===== src/rtl/fifo_arb_pkg.sv =====
// rtl/fifo_arb_pkg.sv - shared types and default constants for the FIFO write arbiter
//
// Purpose : arbiter state encoding and default parameter values.
// Ports   : none (package).
package fifo_arb_pkg;

    typedef enum logic {
        IDLE  = 1'b0,
        BURST = 1'b1
    } arb_state_e;

    localparam int ARB_WIDTH = 16;
    localparam int ARB_NREQ  = 4;
    localparam int ARB_BURST = 4;

endpackage


===== src/rtl/fifo_wr_arbiter_rr_pick.sv =====
// rtl/fifo_wr_arbiter_rr_pick.sv - combinational round-robin picker
//
// Purpose : selects the first set request bit at or after start_i, wrapping modulo NREQ.
// Ports   : req_i   - request vector
//           start_i - index searched first
//           grant_o - one-hot winner (zero when no request)
//           idx_o   - binary index of the winner (zero when no request)
//           valid_o - high when any request bit is set
module rr_pick
    import fifo_arb_pkg::*;
#(
    parameter int NREQ = ARB_NREQ,
    parameter int IW   = (NREQ > 1) ? $clog2(NREQ) : 1
) (
    input  logic [NREQ-1:0] req_i,
    input  logic [IW-1:0]   start_i,
    output logic [NREQ-1:0] grant_o,
    output logic [IW-1:0]   idx_o,
    output logic            valid_o
);

    always_comb begin
        grant_o = '0;
        idx_o   = '0;
        valid_o = 1'b0;
        for (int i = 0; i < NREQ; i++) begin
            int k;
            k = int'(start_i) + i;
            if (k >= NREQ) begin
                k = k - NREQ;
            end
            if (!valid_o && req_i[k]) begin
                valid_o    = 1'b1;
                grant_o[k] = 1'b1;
                idx_o      = IW'(k);
            end
        end
    end

endmodule


===== src/rtl/fifo_wr_arbiter.sv =====
// rtl/fifo_wr_arbiter.sv - round-robin burst arbiter feeding one FIFO write port
//
// Purpose : grants one requester at a time for up to BURST accepted beats, then
//           rotates round-robin; full_i stalls the current burst.
// Ports   : clk_i      - clock
//           rst_n_i    - asynchronous active-low reset
//           req_i      - per-requester write request
//           wdata_i    - packed requester data, slice k = [k*WIDTH +: WIDTH]
//           full_i     - FIFO full flag
//           grant_o    - registered one-hot grant (zero when idle)
//           grant_id_o - registered index of the granted requester (zero when idle)
//           wr_en_o    - FIFO write enable
//           wdata_o    - FIFO write data (zero when idle)
//           busy_o     - high while a grant is held
module fifo_wr_arbiter
    import fifo_arb_pkg::*;
#(
    parameter int WIDTH = ARB_WIDTH,
    parameter int NREQ  = ARB_NREQ,
    parameter int BURST = ARB_BURST
) (
    input  logic                  clk_i,
    input  logic                  rst_n_i,
    input  logic [NREQ-1:0]       req_i,
    input  logic [NREQ*WIDTH-1:0] wdata_i,
    input  logic                  full_i,
    output logic [NREQ-1:0]       grant_o,
    output logic [2:0]            grant_id_o,
    output logic                  wr_en_o,
    output logic [WIDTH-1:0]      wdata_o,
    output logic                  busy_o
);

    localparam int IW = (NREQ > 1) ? $clog2(NREQ) : 1;
    localparam int CW = $clog2(BURST) + 1;

    arb_state_e      state_q, state_d;
    logic [NREQ-1:0] grant_q, grant_d;
    logic [IW-1:0]   gid_q, gid_d;
    logic [IW-1:0]   last_q, last_d;
    logic [CW-1:0]   cnt_q, cnt_d;

    logic            accept;
    logic [IW-1:0]   start_idx;
    logic [NREQ-1:0] others;
    logic [NREQ-1:0] pick_req;
    logic [NREQ-1:0] pick_grant;
    logic [IW-1:0]   pick_idx;
    logic            pick_valid;
    logic [CW-1:0]   cnt_inc;
    logic            release_grant;

    // Grant is zero in IDLE, so accept can only fire for the granted requester.
    assign accept = (|(grant_q & req_i)) && !full_i;

    // In BURST last_q equals gid_q, so one start index serves both states.
    assign start_idx = (last_q == IW'(NREQ - 1)) ? '0 : last_q + IW'(1);

    // The releasing requester competes again only when nobody else is asking,
    // which gives a sole requester back-to-back grants.
    assign others   = req_i & ~grant_q;
    assign pick_req = (state_q == fifo_arb_pkg::IDLE) ? req_i
                    : ((|others) ? others : req_i);

    rr_pick #(
        .NREQ (NREQ),
        .IW   (IW)
    ) u_rr_pick (
        .req_i   (pick_req),
        .start_i (start_idx),
        .grant_o (pick_grant),
        .idx_o   (pick_idx),
        .valid_o (pick_valid)
    );

    assign cnt_inc       = cnt_q + CW'(accept);
    assign release_grant = (accept && (cnt_inc == CW'(BURST))) || !req_i[gid_q];

    always_comb begin
        state_d = state_q;
        grant_d = grant_q;
        gid_d   = gid_q;
        last_d  = last_q;
        cnt_d   = cnt_q;
        case (state_q)
            fifo_arb_pkg::IDLE: begin
                if (pick_valid) begin
                    state_d = fifo_arb_pkg::BURST;
                    grant_d = pick_grant;
                    gid_d   = pick_idx;
                    last_d  = pick_idx;
                    cnt_d   = '0;
                end
            end
            fifo_arb_pkg::BURST: begin
                if (release_grant) begin
                    if (pick_valid) begin
                        grant_d = pick_grant;
                        gid_d   = pick_idx;
                        last_d  = pick_idx;
                        cnt_d   = '0;
                    end else begin
                        state_d = fifo_arb_pkg::IDLE;
                        grant_d = '0;
                        gid_d   = '0;
                        cnt_d   = '0;
                    end
                end else begin
                    // Frozen while full_i is high because accept is low.
                    cnt_d = cnt_inc;
                end
            end
            default: begin
                state_d = fifo_arb_pkg::IDLE;
                grant_d = '0;
                gid_d   = '0;
                cnt_d   = '0;
            end
        endcase
    end

    always_ff @(posedge clk_i or negedge rst_n_i) begin
        if (!rst_n_i) begin
            state_q <= fifo_arb_pkg::IDLE;
            grant_q <= '0;
            gid_q   <= '0;
            last_q  <= IW'(NREQ - 1);
            cnt_q   <= '0;
        end else begin
            state_q <= state_d;
            grant_q <= grant_d;
            gid_q   <= gid_d;
            last_q  <= last_d;
            cnt_q   <= cnt_d;
        end
    end

    assign grant_o    = grant_q;
    assign grant_id_o = 3'(gid_q);
    assign busy_o     = (state_q == fifo_arb_pkg::BURST);
    assign wr_en_o    = accept;
    assign wdata_o    = busy_o ? wdata_i[int'(gid_q)*WIDTH +: WIDTH] : '0;

endmodule


===== config.mk =====
export PLATFORM = sky130hd
export DESIGN_NAME = fifo_wr_arbiter
export DESIGN_NICKNAME = d
export VERILOG_FILES = /design/src/rtl/fifo_arb_pkg.sv /design/src/rtl/fifo_wr_arbiter_rr_pick.sv /design/src/rtl/fifo_wr_arbiter.sv
export SDC_FILE = /design/constraint.sdc
export NUM_CORES = 1
export LEC_CHECK = 0
export ABC_AREA = 1
export CORE_ASPECT_RATIO = 1.2
export CORE_MARGIN = 8
export CORE_UTILIZATION = 30
export CTS_CLUSTER_DIAMETER = 200
export DETAILED_ROUTE_END_ITERATION = 12
export PLACE_DENSITY = 0.72
export SLEW_MARGIN = 20
export SYNTH_ARGS = -nofsm -noshare
export SYNTH_HDL_FRONTEND = slang
export SYNTH_HIERARCHICAL = 1
export SYNTH_SLANG_ARGS = --single-unit
export TNS_END_PERCENT = 1

===== constraint.sdc =====
create_clock -name clk_i -period 7.68 [get_ports clk_i]
set_input_delay 1.152 -clock clk_i [delete_from_list [all_inputs] [get_ports clk_i]]
set_output_delay 1.152 -clock clk_i [all_outputs]
set_load 0.05 [all_outputs]

==> results of run 1 <==
-- Yosys cell counts --
master,count,area share [%]
a31oi_1,4,1.4
inv_4,1,0.36
buf_1,1,0.21
dfstp_2,2,3.0
inv_2,2,0.43
buf_4,3,1.3
o21ai_2,2,1.0
buf_6,3,1.9
dfrtp_1,10,14
o21ai_0,32,9.2
buf_2,5,1.4
a21boi_0,4,1.7
nand4_1,7,2.5
ha_1,11,7.9
nor2_1,69,15
conb_1,1,0.21
a21oi_2,1,0.50
o22ai_2,1,0.72
nand2_2,9,3.2
nand2_1,51,11
nand3_2,5,2.9
nor2_4,1,0.65
o21ai_1,2,0.57
a21oi_1,24,6.9
inv_1,21,4.5
nand3b_1,1,0.43
nand3_1,21,6.0
clkbuf_1,4,0.86
-- kinds of logic (layout without fill, tap and decap cells) --
| group | Yosys count | after routing | share of synthesized area [%] |
|---|---|---|---|
| AND/OR/NAND/NOR | 164 | 164 | 41.5 |
| AO/OA/AOI/OAI | 70 | 70 | 22.0 |
| buffers and inverters | 40 | 123 | 11.0 |
| flip-flops | 12 | 12 | 17.3 |
| adder cells (fa/ha/maj) | 11 | 11 | 7.89 |
| other | 1 | 1 | 0.215 |
-- through the flow --
stage	area (um2)	cells	worst slack (ps)	power [mW]	util (%)
detailed placement	2670	441	3490	1.27	47.5
CTS	2730	445	3500	1.34	48.5
floorplan	1750	298	4310	0.993	-
global route	2730	445	3480	1.46	48.5
global placement	2670	441	3500	1.26	47.5
finish	2730	445	3540	1.33	48.5
-- per-layer routing --
| layer | vias to the layer above | track usage (%) | wire [um] |
|---|---|---|---|
| li1 | 1142 | - | - |
| met1 | 1032 | 19.0 | 3000 |
| met2 | 91 | 25.5 | 3020 |
| met3 | 4 | 2.72 | 534 |
| met4 | 0 | 3.38 | 57 |
| met5 | - | 0 | 0 |
-- path summary, 6_finish.rpt --
kind | from | endpoint | slack [ps] | cells after the start
max reg2reg | last_q[0]$_DFFE_PN1P_ | gid_q[1]$_DFFE_PN0P_ | 4290 | 14
min reg2reg | last_q[1]$_DFFE_PN1P_ | last_q[1]$_DFFE_PN1P_ | 470 | 2
max in group asynchronous | rst_n_i | last_q[0]$_DFFE_PN1P_ | 6050 | 1
min | last_q[1]$_DFFE_PN1P_ | last_q[1]$_DFFE_PN1P_ | 470 | 2
max | req_i[1] | wr_en_o | 3540 | 6
min in group asynchronous | rst_n_i | cnt_q[1]$_DFFE_PN0P_ | 1260 | 1
-- registers in the layout, indices dropped and copies added (netlist names) --
register and count:
last_q 2, busy_o 1, gid_q 2, cnt_q 3, grant_o 4
-- power groups by stage --
stage	logic (mW)	clock network (mW)	registers [mW]
floorplan	0.843	0	0.150
global placement	1.13	0	0.129
detailed placement	1.14	0	0.129
CTS	1.14	0.0691	0.129
global route	1.25	0.0716	0.133
finish	1.14	0.0678	0.128
-- area by class of cell --
type / count / area share, %
multi-input cells: 246 / 45.8
flip-flops and latches: 12 / 11.1
repair buffers: 95 / 34.8
clock buffers: 4 / 2.02
well taps: 64 / 2.93
inverters: 24 / 3.39
-- worst register-to-register path, cell delays in order, from the launching register on --
cell and delay (ps):
dfstp_2 380, ha_1 190, nor2_1 560, inv_2 280, ha_1 430, inv_1 100, nand2_1 70, nand2_1 70
nor2_4 230, nand4_1 350, inv_1 240, nand2_1 120, nand2_2 170, nand2_1 60, nand2_1 80
==> metrics.md, run 1 <==
| Metric | Value |
|---|---|
| Initial DRC count | `80` |
| Post-CTS Setup Bufs | `0` |
| Initial Utilization | `31.0%` |
| FMAX | `242 MHz` |
| Startpoint Class | `input port` |
| Cell area power density | `488 mW/mm2` |
| Routed wire length | `6.61 mm` |
| Number of fill cells | `574` |
| Crit path capture type | `output pin` |
| # hold bufs at CTS | `0` |
| First-pass GRT wire length | `10.6 mm` |
| Core Box Area | `0.00563 mm2` |
| N_diodes | `0` |
| CP peak stage delay | `870 ps` |
| Register area | `303 um2` |
| Count of buffer and inverter cells on the critical path | `3` |
| # H-tree levels | `1` |
| Most common cell after layout, fill and taps aside | `clkdlybuf4s50_1` |
| Fin crit share | `53.9%` |
| Via density | `5.10` |
| Worst-Margin Slew | `721 ps` |
| CTS Buf Count | `3` |
| Share of cells above drive strength 1 | `7.61%` |
| Longest Clk Path Bufs | `2` |
| Internal power | `0.509 mW` |
| Clock Skew | `3.14 ps` |
| RSZ-0062 raised after global routing | `false` |
| Global Route Usage Sum | `15.0%` |
| CTS tree | `built` |
| Slowest CP cell | `clkdlybuf4s50_1` |
| Logic pwr share | `85.3%` |
| DR WL/cell | `14.9 um` |
| CP cell instances | `clkdlybuf4s50_1, nand2_1, nand2_1, inv_1, a21oi_1, clkdlybuf4s50_1` |
| Syn nets | `380` |
| Drc violations | `0` |
| Largest net degree at the start of global routing | `37` |
| Unique cell type count in the Yosys netlist | `28` |
| Post_cts resized | `0` |
| Die ar. | `0.00852 mm2` |
| Placer Congestion | `0.824` |
| Switching pwr | `0.822 mW` |
| Synth Register Bits | `12` |
| Total Nets Final | `464` |
| Synthesized instance count | `298` |
| Final Hold Fails | `0` |
| Status | `complete, no violations` |
| Final worst path period need | `4140 ps` |
| Leakage | `1.23 nW` |
| Buffers on Ports | `94` |
| Worst EP required | `6530 ps` |
| Fin Setup TNS | `0 ps` |
| Die Ht | `99.6 um` |
| Synth warn | `6` |
| Ports | `96` |
| Fin. max-slew vios | `0` |
| Clk slew on worst S/H paths | `50 ps` |
| Max cap viols | `0` |
| GRT Residual Overflow | `0` |
| DP HPWL | `5.23 mm` |
| Multi-input logic area | `0.00125 mm2` |
| Worst slew margin | `51.8%` |
| Synth Area per Inst | `5.86 um2` |
| CP delay by family, top | `buffers and inverters` |
| Worst Path Arrival | `2990 ps` |
| Finish-stage setup viols | `0` |
| DRT Pass-1 Iters | `4` |
| Antenna-violating nets left | `0` |
| Die Wd | `85.6 um` |
| Worst-path fanout max | `3` |
| Most frequent cells in the layout | `94 x clkdlybuf4s50_1, 69 x nor2_1, 51 x nand2_1` |
| Via count | `2269` |
| Rows | `30` |
| Switch share | `61.7%` |
| Reg power frac | `9.6%` |
| Clk sinks | `12` |
| Clock network fraction of total power | `5.1%` |
| Layout area overhead | `56.3%` |
| Initial antenna violation count | `0` |
| CTS Root Cell | `clkbuf_8` |
| Synth Cell Area | `0.00175 mm2` |
| Maximum VDD drop | `0.232 mV` |
| Final hold slack | `470 ps` |
| Min-delay worst type | `reg -> reg` |
| Sequential area share after synthesis | `17.3%` |
| Worst-skew pair later-pin latency | `240 ps` |
| Vias in the first global route | `2142` |
| WS Path Type | `in -> out` |
Note: power is estimated with default switching activity, not from simulation.
==> inputs of run 2 (changes only) <==
- PLACE_DENSITY: 0.72 -> 0.74
- clock period: 7.68 -> 3.5 ns (I/O delays scaled with it)
==> metrics.md, run 2 (synthesis gave the netlist of run 1 again) <==
| Metric | Value |
|---|---|
| FMAX | `344 MHz` |
| GRT Residual Overflow | `0 (unchanged)` |
| CTS Root Cell | `clkbuf_8` |
| Reg2reg path depth | `13 (-1)` |
| DRT Pass-1 Iters | `4 (unchanged)` |
| Status | `complete, no violations` |
| Share of cells above drive strength 1 | `8.57% (+0.96 points)` |
| Met3 Use GR | `3.30% (+0.58 points)` |
| Worst Hold Depth | `2 (unchanged)` |
| Fin. max-slew vios | `0 (unchanged)` |
| Most common cell after layout, fill and taps aside | `clkdlybuf4s50_1` |
| Placer Congestion | `0.856 (+3.9%)` |
| Clk sinks | `12 (unchanged)` |
| Worst-path fanout max | `19 (+16)` |
| Worst R2R Setup Slack | `760 ps (-3530 ps)` |
| Core Box Area | `0.00563 mm2 (unchanged)` |
| Leakage | `1.25 nW (+1.5%)` |
| M2 GR Usage | `28.2% (+2.6 points)` |
| Worst-Margin Slew | `702 ps (-19.2 ps)` |
| Cell area power density | `1080 mW/mm2 (+120%)` |
| Worst slew margin | `53.2% (+1.4 points)` |
| Initial Utilization | `31.0% (unchanged)` |
| Worst hold start | `last_q[1]$_DFFE_PN1P_` |
| Worst EP required | `2970 ps (-3560 ps)` |
| Maximum VDD drop | `0.542 mV (+130%)` |
| Routed wire length | `6.79 mm (+2.6%)` |
| Final Hold Fails | `0 (unchanged)` |
| Via count | `2289 (+0.88%)` |
| Startpoint Class | `flip-flop` |
| Initial DRC count | `91 (+14%)` |
| Worst-skew pair later-pin latency | `240 ps (about the same)` |
| Drc violations | `0 (unchanged)` |
| Ports | `96 (unchanged)` |
| Clock network fraction of total power | `5.0% (about the same)` |
| Total Nets Final | `468 (+0.86%)` |
| Antenna-violating nets left | `0 (unchanged)` |
| Buffers on Ports | `94 (unchanged)` |
| Register area | `303 um2 (unchanged)` |
| Max cap viols | `0 (unchanged)` |
| Fin Setup TNS | `0 ps (unchanged)` |
| Rows | `30 (unchanged)` |
| Max reg flops | `4 (unchanged)` |
| Switch share | `61.3% (-0.42 points)` |
| Clk slew on worst S/H paths | `50 ps (about the same)` |
| Vias in the first global route | `2241 (+4.6%)` |
| Finish-stage setup viols | `0 (unchanged)` |
| Final hold slack | `474 ps (+3.78 ps)` |
| DR WL/cell | `15.1 um (+1.7%)` |
| Post-CTS Setup Bufs | `0 (unchanged)` |
| Worst R2R Start | `last_q[0]$_DFFE_PN1P_` |
| Die ar. | `0.00852 mm2 (unchanged)` |
| Switching pwr | `1.83 mW (+120%)` |
| Internal power | `1.15 mW (+130%)` |
| Die Wd | `85.6 um (unchanged)` |
| Largest net degree at the start of global routing | `35 (-5.4%)` |
| Most frequent cells in the layout | `94 x clkdlybuf4s50_1, 69 x nor2_1, 51 x nand2_1` |
| # H-tree levels | `1 (unchanged)` |
| First-pass GRT wire length | `11.1 mm (+4.5%)` |
| # hold bufs at CTS | `0 (unchanged)` |
| Logic pwr share | `85.9% (+0.6 points)` |
| Global Route Usage Sum | `15.8% (+0.79 points)` |
| Initial antenna violation count | `0 (unchanged)` |
| N_diodes | `0 (unchanged)` |
| Multi-input logic area | `0.00125 mm2 (unchanged)` |
| Total Power | `2.98 mW (+120%)` |
| GR peak layer | `met2` |
| Clock Skew | `1.65 ps (-1.49 ps)` |
| Reg power frac | `9.0% (-0.6 points)` |
| CTS tree | `built` |
| Final worst path period need | `2900 ps` |
| Via density | `5.10 (about the same)` |
| Crit path capture type | `output pin` |
| Worst Path Arrival | `2380 ps (-610 ps)` |
| RSZ-0062 raised after global routing | `false` |
| Number of fill cells | `582 (+1.4%)` |
| Layout area overhead | `58.1%` |
| WS Path Type | `reg -> out` |
| Min-delay worst type | `reg -> reg` |
| Post_cts resized | `0 (unchanged)` |
| CTS Buf Count | `3 (unchanged)` |
| DP HPWL | `5.51 mm (+5.3%)` |
| Fin crit share | `83.0%` |
| Longest Clk Path Bufs | `2 (unchanged)` |
| GRT met1 Usage | `18.2% (-0.73 points)` |
| Die Ht | `99.6 um (unchanged)` |
| RR Endpoint | `gid_q[1]$_DFFE_PN0P_` |
| Hold endpoint | `last_q[1]$_DFFE_PN1P_` |
run 2: final cells by class:
| type | instances | share of cell area, % |
|---|---|---|
| Clock buffer | 4 | 2.00 |
| Inverter | 24 | 3.36 |
| Multi-Input combinational cell | 246 | 45.3 |
| Sequential cell | 12 | 11.0 |
| Tap cell | 64 | 2.90 |
| Timing Repair Buffer | 99 | 35.5 |
run 2: power groups by stage:
| stage | Combinational [mW] | Sequential [mW] | Clock (mW) |
|---|---|---|---|
| 5_1_grt | 2.82 | 0.282 | 0.160 |
| 3_5_place_dp | 2.56 | 0.272 | 0 |
| 4_1_cts | 2.57 | 0.271 | 0.152 |
| 6_report | 2.56 | 0.269 | 0.150 |
| 3_3_place_gp | 2.53 | 0.271 | 0 |
| 2_1_floorplan | 1.85 | 0.328 | 0 |
run 2: worst max path at each step:
stage          cells past startpoint                     end              startpoint
2_1_floorplan                     14    gid_q[0]$_DFFE_PN0P_  grant_o[1]$_DFFE_PN0P_
5_1_grt                           15  grant_o[0]$_DFFE_PN0P_                req_i[2]
6_report                           6             wdata_o[12]    gid_q[0]$_DFFE_PN0P_
3_3_place_gp                      17    gid_q[0]$_DFFE_PN0P_                req_i[0]
3_5_place_dp                      15    gid_q[1]$_DFFE_PN0P_                req_i[2]
4_1_cts                            6             wdata_o[12]    gid_q[0]$_DFFE_PN0P_
run 2: through the flow:
stage	cell area (um2)	worst slack [ps]	instances	util [%]
floorplan	1750	586	298	-
global placement	2700	546	445	48.0
detailed placement	2700	466	445	48.0
CTS	2760	560	449	49.0
global route	2760	374	449	49.0
finish	2760	595	449	49.0
run 2: layer usage:
metal | vias to the layer above | routed length, um
met1 | 1028 | 2940
li1 | 1152 | -
met3 | 8 | 602
met2 | 101 | 3140
met4 | 0 | 99
met5 | - | 0
run 2: critical path, cell delays in order, from the launching register on:
cell and delay (ps):
dfrtp_1 550, buf_4 310, nor2_1 80, nor2_1 80, o21ai_0 80, a21oi_1 200
clkdlybuf4s50_1 850
==> inputs of run 3 (changes only) <==
- PLACE_DENSITY: 0.74 -> 0.72
- clock period: 3.5 -> 2.78 ns (I/O delays scaled with it)
==> metrics.md, run 3 (synthesis gave the netlist of run 1 again) <==
| Metric | Value |
|---|---|
| Worst-Margin Slew | `659 ps (-42.2 ps)` |
| FMAX | `412 MHz` |
| Buffers on Ports | `94 (unchanged)` |
| Cells after DPL | `450 (+1.1%)` |
| Final Hold Fails | `0 (unchanged)` |
| Die Wd | `85.6 um (unchanged)` |
| DRT Pass-1 Iters | `5 (+1)` |
| Min-delay worst type | `reg -> reg` |
| Finish-stage setup viols | `0 (unchanged)` |
| Worst-skew pair later-pin latency | `240 ps (about the same)` |
| Max reg flops | `4 (unchanged)` |
| Clk sinks | `12 (unchanged)` |
| Initial Utilization | `31.0% (unchanged)` |
| Reg2reg path depth | `17 (+4)` |
| Worst Hold Depth | `2 (unchanged)` |
| Largest net degree at the start of global routing | `35 (unchanged)` |
| WS Path Type | `in -> reg` |
| Post_cts resized | `0 (unchanged)` |
| Most common cell after layout, fill and taps aside | `clkdlybuf4s50_1` |
| DR WL/cell | `15.3 um (+1.1%)` |
| Final non-filler cell total | `454 (+1.1%)` |
| Max cap viols | `0 (unchanged)` |
| RSZ-0062 raised after global routing | `false` |
| CP most frequent cell | `nand2_1` |
| Vias in the first global route | `2163 (-3.5%)` |
| CP peak stage delay | `480 ps (-370 ps)` |
| GRT Residual Overflow | `0 (unchanged)` |
| Worst Path Arrival | `2610 ps (+230 ps)` |
| CP cell instances | `clkdlybuf4s50_1, inv_1, o21ai_0, nor2_1, o21ai_0, a31oi_1, inv_1, nand2_1, nand3_2, nand2_2, nor2_4, nand4_1, inv_1, nand2_1, nand2_2, nand2_1, nand2_1` |
| DP HPWL | `5.49 mm (-0.41%)` |
| Total Power | `3.84 mW (+29%)` |
| Ports | `96 (unchanged)` |
| Total Nets Final | `473 (+1.1%)` |
| Status | `complete, no violations` |
| Final worst path period need | `2430 ps` |
| Register area | `303 um2 (unchanged)` |
| Share of cells above drive strength 1 | `14.4% (+5.8 points)` |
| Via density | `5.06 (-0.84%)` |
| DP Worst Slack | `102 ps (-364 ps)` |
| Final hold slack | `473 ps (-0.282 ps)` |
| Clock Skew | `4.91 ps (+3.26 ps)` |
| CTS Root Cell | `clkbuf_8` |
| Die Ht | `99.6 um (unchanged)` |
| Initial DRC count | `86 (-5.5%)` |
| Fin Setup TNS | `0 ps (unchanged)` |
| Worst EP required | `2960 ps (about the same)` |
| Antenna-violating nets left | `0 (unchanged)` |
| Startpoint Class | `input port` |
| Worst setup slack after layout | `352 ps (-243 ps)` |
| Count of buffer and inverter cells on the critical path | `4 (+2)` |
| Most frequent cells in the layout | `77 x clkdlybuf4s50_1, 69 x nor2_1, 51 x nand2_1` |
| Worst-path fanout max | `7 (-12)` |
| Maximum VDD drop | `1.19 mV (+120%)` |
| Worst R2R Setup Slack | `490 ps (-270 ps)` |
| Fin. max-slew vios | `0 (unchanged)` |
| Crit path capture type | `flip-flop` |
| Drc violations | `0 (unchanged)` |
| Fin util | `49.0% (about the same)` |
| Rows | `30 (unchanged)` |
| Die ar. | `0.00852 mm2 (unchanged)` |
| Cell area power density | `1390 mW/mm2 (+29%)` |
| Multi-input logic area | `0.00125 mm2 (+0.30%)` |
| Post-CTS Setup Bufs | `0 (unchanged)` |
| Global Route Usage Sum | `15.6% (-0.20 points)` |
| Number of fill cells | `577 (-0.86%)` |
| Fin crit share | `87.3%` |
| Initial antenna violation count | `0 (unchanged)` |
| First-pass GRT wire length | `11.0 mm (-1.1%)` |
| Routed wire length | `6.94 mm (+2.3%)` |
| Post-route cell area | `0.00276 mm2 (about the same)` |
| Layout area overhead | `58.0% (about the same)` |
| Leakage | `1.29 nW (+3.4%)` |
| Clk slew on worst S/H paths | `50 ps (about the same)` |
| # H-tree levels | `1 (unchanged)` |
| Longest Clk Path Bufs | `2 (unchanged)` |
| Worst slew margin | `56.0% (+2.8 points)` |
| N_diodes | `0 (unchanged)` |
| Post-DP Area | `0.00270 mm2 (about the same)` |
| CP delay by family, top | `simple AND/OR/NAND/NOR gates` |
| # hold bufs at CTS | `0 (unchanged)` |
| Via count | `2295 (+0.26%)` |
| Core Box Area | `0.00563 mm2 (unchanged)` |
| Slowest CP cell | `clkdlybuf4s50_1` |
| Crit path depth | `17 (+11)` |
| CTS Buf Count | `3 (unchanged)` |
| Placer Congestion | `0.893 (+4.3%)` |
| CTS tree | `built` |
==> run 3: routing by layer <==
layer	track usage, %	vias to the layer above	share of wire, %
li1	-	1163	-
met1	18.6	1030	44
met2	27.6	96	46
met3	3.14	6	9.1
met4	3.78	0	1.1
met5	0	-	0
==> run 3: worst reg2reg max path: cells and delay by family, from the launching register on <==
family	cells	cell delay, ps
and+or+nand+nor	11	1010
DFF	1	470
AOI/OAI and AO/OA	3	490
buffers and inverters	3	210
==> run 3: final timing paths <==
| check | to | from |
|---|---|---|
| worst max-delay path | gid_q[1]$_DFFE_PN0P_ | req_i[0] |
| worst min-delay path | last_q[1]$_DFFE_PN1P_ | last_q[1]$_DFFE_PN1P_ |
| worst max register to register | gid_q[1]$_DFFE_PN0P_ | grant_o[1]$_DFFE_PN0P_ |
| worst min register to register | last_q[1]$_DFFE_PN1P_ | last_q[1]$_DFFE_PN1P_ |
| max in group asynchronous | last_q[0]$_DFFE_PN1P_ | rst_n_i |
| min in group asynchronous | cnt_q[2]$_DFFE_PN0P_ | rst_n_i |
==> run 3: layout make-up <==
class,count,share of cell area [%]
timing repair buffer,104,35.3
sequential,12,11.0
clock buffer,4,2.00
tap,64,2.90
multi-input combinational,246,45.5
inverter,24,3.36
==> run 3: power by group <==
group | leakage, nW | switching [mW] | internal (mW) | total (mW)
Clock | 0.0288 | 0.0622 | 0.125 | 0.187
Combinational | 1.12 | 2.19 | 1.11 | 3.31
Sequential | 0.149 | 0.0897 | 0.256 | 0.346
